`config.mk`:
```
export PLATFORM = sky130hd
export DESIGN_NAME = divisor_secuencial
export DESIGN_NICKNAME = d
export VERILOG_FILES = /design/src/rtl/divisor_pkg.sv /design/src/rtl/uc_div.sv /design/src/rtl/divisor_secuencial.sv
export SDC_FILE = /design/constraint.sdc
export NUM_CORES = 1
export LEC_CHECK = 0
export BUFFER_PORTS_ARGS = -buffer_cell sky130_fd_sc_hd__clkbuf_2
export CORE_ASPECT_RATIO = 0.8
export CORE_MARGIN = 4
export CORE_UTILIZATION = 29
export CTS_CLUSTER_SIZE = 14
export DETAILED_ROUTE_END_ITERATION = 10
export HOLD_SLACK_MARGIN = 0.03
export PLACE_DENSITY = 0.54
export SLEW_MARGIN = 40
export SYNTH_ARGS = -nofsm -noshare
export SYNTH_HDL_FRONTEND = slang
export SYNTH_HIERARCHICAL = 1
export SYNTH_SLANG_ARGS = --single-unit
```
`constraint.sdc`:
```
create_clock -name clk -period 1.97 [get_ports clk]
set_clock_uncertainty 0.05 [all_clocks]
set_input_delay 0.0985 -clock clk [delete_from_list [all_inputs] [get_ports clk]]
set_output_delay 0.0985 -clock clk [all_outputs]
set_load 0.01 [all_outputs]
```
`src/rtl/divisor_pkg.sv`:
```
// rtl/divisor_pkg.sv - shared widths, FSM encoding and magnitude helpers for the sequential divider
package divisor_pkg;

    localparam int DW     = 6;          // dividend / quotient width
    localparam int VW     = 3;          // divisor / remainder width
    localparam int RW     = VW + 1;     // partial remainder width (holds shifted value before subtract)
    localparam int N_ITER = 6;          // one quotient bit per iteration
    localparam int CW     = 3;          // iteration counter width, counts 0..N_ITER-1

    typedef enum logic [2:0] {
        ST_IDLE = 3'd0,
        ST_LOAD = 3'd1,
        ST_ITER = 3'd2,
        ST_SIGN = 3'd3,
        ST_DONE = 3'd4
    } state_t;

    // Unsigned magnitude of a signed dividend; the most negative value maps to 2**(DW-1)
    function automatic logic [DW-1:0] mag_dvd(input logic [DW-1:0] v);
        return v[DW-1] ? -v : v;
    endfunction

    // Unsigned magnitude of a signed divisor; the most negative value maps to 2**(VW-1)
    function automatic logic [VW-1:0] mag_dvs(input logic [VW-1:0] v);
        return v[VW-1] ? -v : v;
    endfunction

endpackage

```
`src/rtl/uc_div.sv`:
```
// rtl/uc_div.sv - control unit: FSM and iteration counter issuing datapath strobes
module uc_div
    import divisor_pkg::*;
(
    input  logic clk_i,
    input  logic rst_ni,
    input  logic inicio_i,
    input  logic div_zero_i,    // captured divisor is zero and early abort is enabled
    output logic capture_o,     // latch operands and clear flags this edge
    output logic load_o,        // form magnitudes and signs this edge
    output logic iter_o,        // shift and trial-subtract this edge
    output logic sign_o,        // apply signs and load results this edge
    output logic fin_o
);

    state_t          state_q;
    logic [CW-1:0]   cnt_q;
    logic            load_q;
    logic            iter_q;
    logic            sign_q;
    logic            fin_q;

    // Start is a level sampled only in IDLE, so capture depends on the live input
    assign capture_o = (state_q == ST_IDLE) && inicio_i;
    assign load_o    = load_q;
    assign iter_o    = iter_q;
    assign sign_o    = sign_q;
    assign fin_o     = fin_q;

    // Sequencing FSM; strobes are registered so each is high exactly while in its state
    always_ff @(posedge clk_i or negedge rst_ni) begin
        if (!rst_ni) begin
            state_q <= ST_IDLE;
            cnt_q   <= '0;
            load_q  <= 1'b0;
            iter_q  <= 1'b0;
            sign_q  <= 1'b0;
            fin_q   <= 1'b0;
        end else begin
            load_q <= 1'b0;
            iter_q <= 1'b0;
            sign_q <= 1'b0;
            case (state_q)
                ST_IDLE: begin
                    if (inicio_i) begin
                        state_q <= ST_LOAD;
                        load_q  <= 1'b1;
                    end
                end
                ST_LOAD: begin
                    if (div_zero_i) begin
                        state_q <= ST_DONE;
                        fin_q   <= 1'b1;
                    end else begin
                        state_q <= ST_ITER;
                        cnt_q   <= '0;
                        iter_q  <= 1'b1;
                    end
                end
                ST_ITER: begin
                    if (cnt_q == CW'(N_ITER - 1)) begin
                        state_q <= ST_SIGN;
                        sign_q  <= 1'b1;
                    end else begin
                        cnt_q  <= cnt_q + CW'(1);
                        iter_q <= 1'b1;
                    end
                end
                ST_SIGN: begin
                    state_q <= ST_DONE;
                    fin_q   <= 1'b1;
                end
                ST_DONE: begin
                    if (!inicio_i) begin
                        state_q <= ST_IDLE;
                        fin_q   <= 1'b0;
                    end
                end
                default: begin
                    state_q <= ST_IDLE;
                    fin_q   <= 1'b0;
                end
            endcase
        end
    end

endmodule

```
`src/rtl/divisor_secuencial.sv`:
```
// rtl/divisor_secuencial.sv - signed 6/3-bit restoring divider; DIV_ERR_EN enables div-by-zero abort and overflow flag
module divisor_secuencial
    import divisor_pkg::*;
(
    input  logic          clk,
    input  logic          reset,
    input  logic [DW-1:0] dividendo,
    input  logic [VW-1:0] divisor_op,
    input  logic          inicio,
    output logic [DW-1:0] cociente,
    output logic [VW-1:0] resto,
    output logic          Fin,
    output logic          err_div0,
    output logic          desbordamiento
);

    logic          capture_s, load_s, iter_s, sign_s, fin_s, div_zero_s;

    logic [DW-1:0] dvd_cap_q;
    logic [VW-1:0] dvs_cap_q;
    logic [DW-1:0] dvd_q;       // dividend magnitude shifting out, quotient bits shifting in
    logic [VW-1:0] dvs_mag_q;
    logic [RW-1:0] rem_q;
    logic          neg_quo_q;
    logic          neg_rem_q;
    logic [DW-1:0] cociente_q;
    logic [VW-1:0] resto_q;

    logic [RW:0]   trial_s;
    logic [RW-1:0] rem_shift_s;
    logic          fits_s;

    uc_div u_uc (
        .clk_i      (clk),
        .rst_ni     (reset),
        .inicio_i   (inicio),
        .div_zero_i (div_zero_s),
        .capture_o  (capture_s),
        .load_o     (load_s),
        .iter_o     (iter_s),
        .sign_o     (sign_s),
        .fin_o      (fin_s)
    );

    // Shifted partial remainder and one-bit-wider trial difference; the top bit is the borrow
    assign rem_shift_s = {rem_q[RW-2:0], dvd_q[DW-1]};
    assign trial_s     = {rem_q, dvd_q[DW-1]} - (RW+1)'(dvs_mag_q);
    assign fits_s      = ~trial_s[RW];

`ifdef DIV_ERR_EN
    logic err_q;
    logic ovf_q;

    assign div_zero_s = (dvs_cap_q == '0);

    // Error flags: cleared at every start, set on zero divisor at LOAD or positive 2**(DW-1) quotient at SIGN
    always_ff @(posedge clk or negedge reset) begin
        if (!reset) begin
            err_q <= 1'b0;
            ovf_q <= 1'b0;
        end else if (capture_s) begin
            err_q <= 1'b0;
            ovf_q <= 1'b0;
        end else if (load_s && div_zero_s) begin
            err_q <= 1'b1;
        end else if (sign_s) begin
            ovf_q <= ~neg_quo_q & dvd_q[DW-1];
        end
    end

    assign err_div0       = err_q;
    assign desbordamiento = ovf_q;
`else
    assign div_zero_s     = 1'b0;
    assign err_div0       = 1'b0;
    assign desbordamiento = 1'b0;
`endif

    // Datapath: operand capture, magnitude load, restoring iterations and signed result load
    always_ff @(posedge clk or negedge reset) begin
        if (!reset) begin
            dvd_cap_q  <= '0;
            dvs_cap_q  <= '0;
            dvd_q      <= '0;
            dvs_mag_q  <= '0;
            rem_q      <= '0;
            neg_quo_q  <= 1'b0;
            neg_rem_q  <= 1'b0;
            cociente_q <= '0;
            resto_q    <= '0;
        end else begin
            if (capture_s) begin
                dvd_cap_q <= dividendo;
                dvs_cap_q <= divisor_op;
            end
            if (load_s) begin
                dvd_q     <= mag_dvd(dvd_cap_q);
                dvs_mag_q <= mag_dvs(dvs_cap_q);
                neg_quo_q <= dvd_cap_q[DW-1] ^ dvs_cap_q[VW-1];
                neg_rem_q <= dvd_cap_q[DW-1];
                rem_q     <= '0;
                if (div_zero_s) begin
                    cociente_q <= '0;
                    resto_q    <= '0;
                end
            end
            if (iter_s) begin
                rem_q <= fits_s ? trial_s[RW-1:0] : rem_shift_s;
                dvd_q <= {dvd_q[DW-2:0], fits_s};
            end
            if (sign_s) begin
                cociente_q <= neg_quo_q ? -dvd_q : dvd_q;
                resto_q    <= neg_rem_q ? -rem_q[VW-1:0] : rem_q[VW-1:0];
            end
        end
    end

    assign cociente = cociente_q;
    assign resto    = resto_q;
    assign Fin      = fin_s;

endmodule

```
==> impl_metrics.py, run 1 <==
metrics = {
    "outcome": {
        "status": "finished, final reports clean",
    },
    "die": {
        "initial_utilization_pct": 30.1,
        "die_h_um": 86.7,
        "die_w_um": 106,
        "die_area_mm2": 0.00922,
        "rows": 28,
        "io_pins": 24,
        "core_mm2": 0.00746,
    },
    "finish": {
        "multi_input_area_mm2": 0.00108,
        "final_common_cell": "dfrtp_1",
        "nets": 285,
        "syn_to_final_growth_pct": 22.4,
        "regArea_mm2": 0.00108,
        "fin_area_mm2": 0.00275,
        "final_util_pct": 36.8,
        "nFillCells": 753,
        "layout-drive-gt1-share_pct": 22.8,
        "layout_common_cells": "dfrtp_1 (43), nor2_1 (22), clkbuf_2 (21), a21oi_1 (15), nand2_1 (15)",
        "diodes": 0,
    },
    "detailed_routing": {
        "wl_per_cell_um": 12.5,
        "drt_iter0_drc": 62,
        "drc": 0,
        "routed_wirelength_um": 4620,
        "drtAntennaViolNets": 0,
        "dr.pass1.iters": 4,
        "via_per_inst": 4.46,
        "vias": 1641,
    },
    "sta": {
        "maxSlewHeadroom_pct": 55.6,
        "finalCriticalPeriod_ps": 1920,
        "min_period_over_period_pct": 97.7,
        "hold_violations": 0,
        "clock.fmax_mhz": 520,
        "setup_viol": 0,
        "tns_ps": 0,
        "tightest_slew_ps": 666,
        "slew_viol_final": 0,
    },
    "yosys": {
        "synth_cells": 222,
        "yosysSeqAreaShare_pct": 47.9,
        "synth_edf_count": 0,
        "syn_area_per_cell_um2": 10.1,
        "ys_ff_latch": 43,
        "synth_cell_types": 45,
        "synthArstFlopShare_pct": 100,
        "yosys_warnings": 6,
        "ys.flop_type": "dfrtp_1",
        "synthesis.area_mm2": 0.00224,
    },
    "setup_path": {
        "reg2reg_slack_ps": 50,
        "worstPathMaxFanout": 4,
        "critPathRequiredTime_ps": 2120,
        "r2r_start": "rem_q[0]",
        "crit_path_cell_trace": "inv_1 > fa_2 > or3_1 > mux2_4 > o311ai_2",
        "crit_type": "register to register",
        "cp_data_arrival_time_ps": 2070,
        "worst_setup_path_start_kind": "register",
        "worstRegToRegCells": 5,
        "regToRegEndpoint": "rem_q[1]",
        "cpMaxStageDelayCell": "fa_2",
        "cp_slowest_stage_delay_ps": 460,
        "end_kind": "register",
    },
    "grt": {
        "met2_usage_pct": 14.7,
        "met3_usage_pct": 2.83,
        "first_global_vias": 1664,
        "grt_pass1_wl_um": 8070,
        "antenna_found_initial": 0,
        "grt_use_met1_pct": 17.3,
        "grt_max_degree": 27,
        "grt-ovfl-total": 0,
        "track_usage_pct": 11.1,
        "grt_busiest_layer": "met1",
    },
    "clocking": {
        "htreeDepth": 2,
        "clock_latency_ps": 300,
        "cts_buffers": 5,
        "path_clk_slew_ps": 80,
        "root_buffer": "clkbuf_8",
        "ctsLongestPathBuffers": 2,
        "cts_sinks": 43,
        "cts_tree": "done",
    },
    "placement": {
        "place_area_mm2": 0.00250,
        "io_buffers": 21,
        "gp_congestion": 0.842,
        "hpwl_um": 3280,
    },
    "pwr": {
        "power.density_mw_per_mm2": 1620,
        "irDropWorstVdd_v": 0.000558,
        "p_leak_nw": 1.24,
    },
    "worst_hold_path": {
        "hp-class": "input pin to asynchronous set/reset pin",
    },
    "job": {
        "maxCapViolCount": 0,
    },
}
-- where the power goes --
group          leakage [nW]  internal (W)  total (W)  switching (W)
Sequential            0.531       0.00128    0.00172       0.000439
Clock                0.0513      0.000372   0.000671       0.000299
Combinational         0.654       0.00108    0.00207       0.000991
Total                  1.24       0.00273    0.00446        0.00173
-- worst max-delay path by stage --
stage / start / slack [ps] / cells after the start / endpoint
final: rem_q[0] / 50 / 5 / rem_q[1]
after detailed placement: dvd_q[5] / 5 / 7 / rem_q[1]
after floorplan: dvd_q[5] / 90 / 7 / rem_q[0]
after global placement: dvd_q[5] / 50 / 7 / rem_q[0]
after global routing: rem_q[0] / -6 / 5 / rem_q[1]
after CTS: dvd_q[5] / 20 / 6 / rem_q[1]
-- registers in the layout (all words and copies together) (netlist names), 3 cells and up --
signal and flops:
u_uc/cnt_q 3, dvd_q 6, cociente 6, rem_q 4
dvs_mag_q 3, u_uc/state_q 3, resto 3, dvd_cap_q 6
dvs_cap_q 3
-- per-stage QoR --
stage               hold slack, ps  cells  power (W)  setup slack, ps
finish                         311    368    0.00446             46.0
global route                   378    368    0.00490            -6.23
floorplan                     -247    225    0.00313             94.9
CTS                            342    366    0.00440             24.2
detailed placement             125    348    0.00368             4.52
global placement               138    348    0.00365             51.8
-- Yosys cell counts (3+ instances only) --
cell type	number	share of area (%)
and3_1	3	0.84
inv_1	14	2.3
dfrtp_1	43	48
nand4_1	3	0.84
o21ai_0	14	3.1
nand3_1	5	1.1
mux2_2	11	5.5
nor2_1	22	3.7
nor2b_1	4	1.1
buf_2	3	0.67
o31ai_1	4	1.3
clkbuf_1	6	1.0
a21oi_1	15	3.3
mux2i_1	6	2.7
nand2_1	15	2.5
ha_1	9	5.0
xnor2_1	9	3.5
-- critical path, delay by kind of cell, from the launching register on --
kind / cells / cell delay, ps
AO/OA/AOI/OAI: 1 / 60
AND/OR/NAND/NOR: 1 / 370
flip-flops: 1 / 440
multiplexers: 1 / 290
buffers and inverters: 1 / 160
adder cells (fa/ha/maj): 1 / 460
-- repair_timing --
| item | in CTS | in global routing |
|---|---|---|
| hold buffers | 11 | 0 |
| setup buffers | 0 | 2 |
| pin swaps | 0 | 2 |
| hold endpoints to repair | 34 | 0 |
| setup endpoints to repair | 2 | 4 |
| gates resized for setup | 1 | 6 |
-- layout make-up --
type                    instances  area share (%)
flip-flops and latches         43            39.2
clock buffers                   6            2.64
multi-input cells             155            39.4
well taps                     105            4.78
repair buffers                 43            10.8
inverters                      15            2.05
clock inverters                 1            1.09
-- kinds of logic after synthesis --
group / Yosys count / synth area share, %
simple gates: 67 / 14.9
compound gates: 47 / 13.6
flops: 43 / 47.9
buf+inv: 27 / 5.35
mux: 17 / 8.19
fa+ha+maj: 10 / 5.91
xor+xnor: 10 / 3.90
other cells: 1 / 0.167
-- layer usage --
metal	vias up	wire length [um]
li1	846	-
met1	752	2590
met2	36	1760
met3	7	214
met4	0	55
met5	-	0
(Power assumes the default switching activity.)
==> inputs of run 2 (changes only) <==
==> constraint.sdc (replaced) <==
create_clock -name clk -period 1.97 [get_ports clk]
set_clock_uncertainty 0.05 [all_clocks]
set_input_delay 0 -clock clk [delete_from_list [all_inputs] [get_ports clk]]
set_output_delay 0 -clock clk [all_outputs]
set_load 0.01 [all_outputs]
==> run 2 against run 1 <==
Fmax shrank 0.37%; critical endpoint unchanged; flip-flop and latch count did not move; sequential power hardly changed; power rose by 2.3%; via count up 1.7%; highest routed layer unchanged.
==> impl_metrics.py, run 2 (synthesis gave the netlist of run 1 again) <==
metrics = {
    "clocking": {
        "root_buffer": "clkbuf_8",
        "cts_buffers": 5,
        "cts_sinks": 43,
        "clock_latency_ps": 300,
        "htreeDepth": 2,
        "path_clk_slew_ps": 80,
        "ctsLongestPathBuffers": 2,
        "cts_tree": "done",
    },
    "pwr": {
        "power.density_mw_per_mm2": 1640,
        "comb_power_share_pct": 46.3,
        "p_seq_share_pct": 38.0,
        "p_leak_nw": 1.26,
        "internal-power_w": 0.00279,
        "irDropWorstVdd_v": 0.000603,
        "clockPowerShare_pct": 15.7,
        "swShare_pct": 38.8,
        "power.switching_w": 0.00177,
    },
    "sta": {
        "maxSlewHeadroom_pct": 57.7,
        "min_period_over_period_pct": 98.0,
        "slew_viol_final": 0,
        "hold_slack_ps": 208,
        "tightest_slew_ps": 634,
        "finalCriticalPeriod_ps": 1930,
        "setup_viol": 0,
        "clock.fmax_mhz": 518,
        "hold_violations": 0,
        "rsz0062_at_grt": "false",
    },
    "die": {
        "io_pins": 24,
        "initial_utilization_pct": 30.1,
        "rows": 28,
        "core_mm2": 0.00746,
        "die_w_um": 106,
        "die_h_um": 86.7,
        "die_area_mm2": 0.00922,
    },
    "setup_path": {
        "critPathRequiredTime_ps": 2120,
        "reg2reg_slack_ps": 40,
        "regToRegEndpoint": "rem_q[1]",
        "r2r_start": "dvd_q[5]",
        "cp_data_arrival_time_ps": 2080,
        "cpMaxStageDelayCell": "fa_2",
        "worstPathMaxFanout": 2,
        "worst_setup_path_start_kind": "register",
        "end_kind": "register",
        "worstRegToRegCells": 6,
        "crit_path_cell_trace": "inv_2 > ha_4 > fa_2 > or3_1 > mux2_4 > o311ai_4",
        "crit_type": "register to register",
        "cp_slowest_stage_delay_ps": 430,
    },
    "placement": {
        "hpwl_um": 3400,
        "io_buffers": 21,
        "gp_congestion": 0.862,
        "place_area_mm2": 0.00250,
    },
    "finish": {
        "nets": 285,
        "final_common_cell": "dfrtp_1",
        "fin_area_mm2": 0.00279,
        "diodes": 0,
        "layout-drive-gt1-share_pct": 24.2,
        "layout_common_cells": "dfrtp_1 (43), nor2_1 (22), clkbuf_2 (21), a21oi_1 (15), nand2_1 (15)",
        "syn_to_final_growth_pct": 24.1,
    },
    "grt": {
        "grt_pass1_wl_um": 8030,
        "track_usage_pct": 11.0,
        "first_global_vias": 1658,
        "grt-ovfl-total": 0,
        "grt_max_degree": 26,
        "antenna_found_initial": 0,
    },
    "detailed_routing": {
        "vias": 1669,
        "routed_wirelength_um": 4640,
        "drc": 0,
        "wl_per_cell_um": 12.6,
        "dr.pass1.iters": 4,
        "via_per_inst": 4.52,
        "drt_iter0_drc": 50,
        "drtAntennaViolNets": 0,
    },
    "job": {
        "maxCapViolCount": 0,
    },
    "worst_hold_path": {
        "hp-class": "input pin to asynchronous set/reset pin",
    },
    "outcome": {
        "status": "finished, final reports clean",
    },
}
==> run 2: cell type report <==
cell class / count / area (um^2)
Timing Repair Buffer: 43 / 298
Fill cell: 743 / 4680
Clock inverter: 2 / 35.0
Tap cell: 105 / 131
Sequential cell: 43 / 1080
Inverter: 15 / 56.3
Multi-Input combinational cell: 155 / 1110
Clock buffer: 6 / 82.6
==> run 2: worst max path at each step <==
stage | startpoint | to | slack (ps) | depth (start not counted)
after floorplan | dvd_q[5] | rem_q[0] | 90 | 7
after global placement | dvd_q[5] | rem_q[0] | 60 | 7
after detailed placement | dvd_q[5] | rem_q[1] | -20 | 7
after CTS | dvd_q[5] | rem_q[1] | 20 | 7
after global routing | rem_q[0] | rem_q[1] | 10 | 6
final | dvd_q[5] | rem_q[1] | 40 | 6
==> run 2: what timing repair did <==
| item | CTS | global route |
|---|---|---|
| endpoints found under the setup margin | 3 | 3 |
| buffers inserted | 0 | 2 |
| resized for setup | 1 | 9 |
| hold buffers | 11 | 0 |
| pin swaps | 0 | 2 |
| endpoints found under the hold margin | 33 | 0 |
==> run 2: worst max-delay path: cells and delay by family (launching register included) <==
kind                     cells  cell delay [ps]
adder cells (fa/ha/maj)      2              570
AND/OR/NAND/NOR              1              380
AO/OA/AOI/OAI                1               60
buffers and inverters        1               80
flip-flops                   1              390
multiplexers                 1              290
==> run 2: power groups by stage <==
| stage | combinational, W | clock [W] | sequential, W |
|---|---|---|---|
| floorplan | 0.00155 | 0 | 0.00159 |
| global placement | 0.00192 | 0 | 0.00173 |
| detailed placement | 0.00195 | 0 | 0.00174 |
| CTS | 0.00200 | 0.000746 | 0.00172 |
| global route | 0.00241 | 0.000784 | 0.00180 |
| finish | 0.00211 | 0.000716 | 0.00173 |
==> run 2: routing by layer <==
metal	vias up	GRT usage, %	part of all wire [%]
li1	847	-	-
met1	785	16.5	55
met2	32	15.5	40
met3	5	2.76	4.7
met4	0	3.53	0.93
met5	-	0	0
==> run 2: per-stage QoR <==
stage / total power, W / instances / TNS [ps] / util, % / setup slack [ps]
floorplan: 0.00313 / 225 / 0 / - / 94.9
global placement: 0.00365 / 348 / 0 / 33.5 / 58.7
detailed placement: 0.00369 / 348 / -19.8 / 33.5 / -19.8
CTS: 0.00446 / 367 / 0 / 36.5 / 15.1
global route: 0.00500 / 369 / 0 / 37.3 / 11.7
finish: 0.00456 / 369 / 0 / 37.3 / 38.8
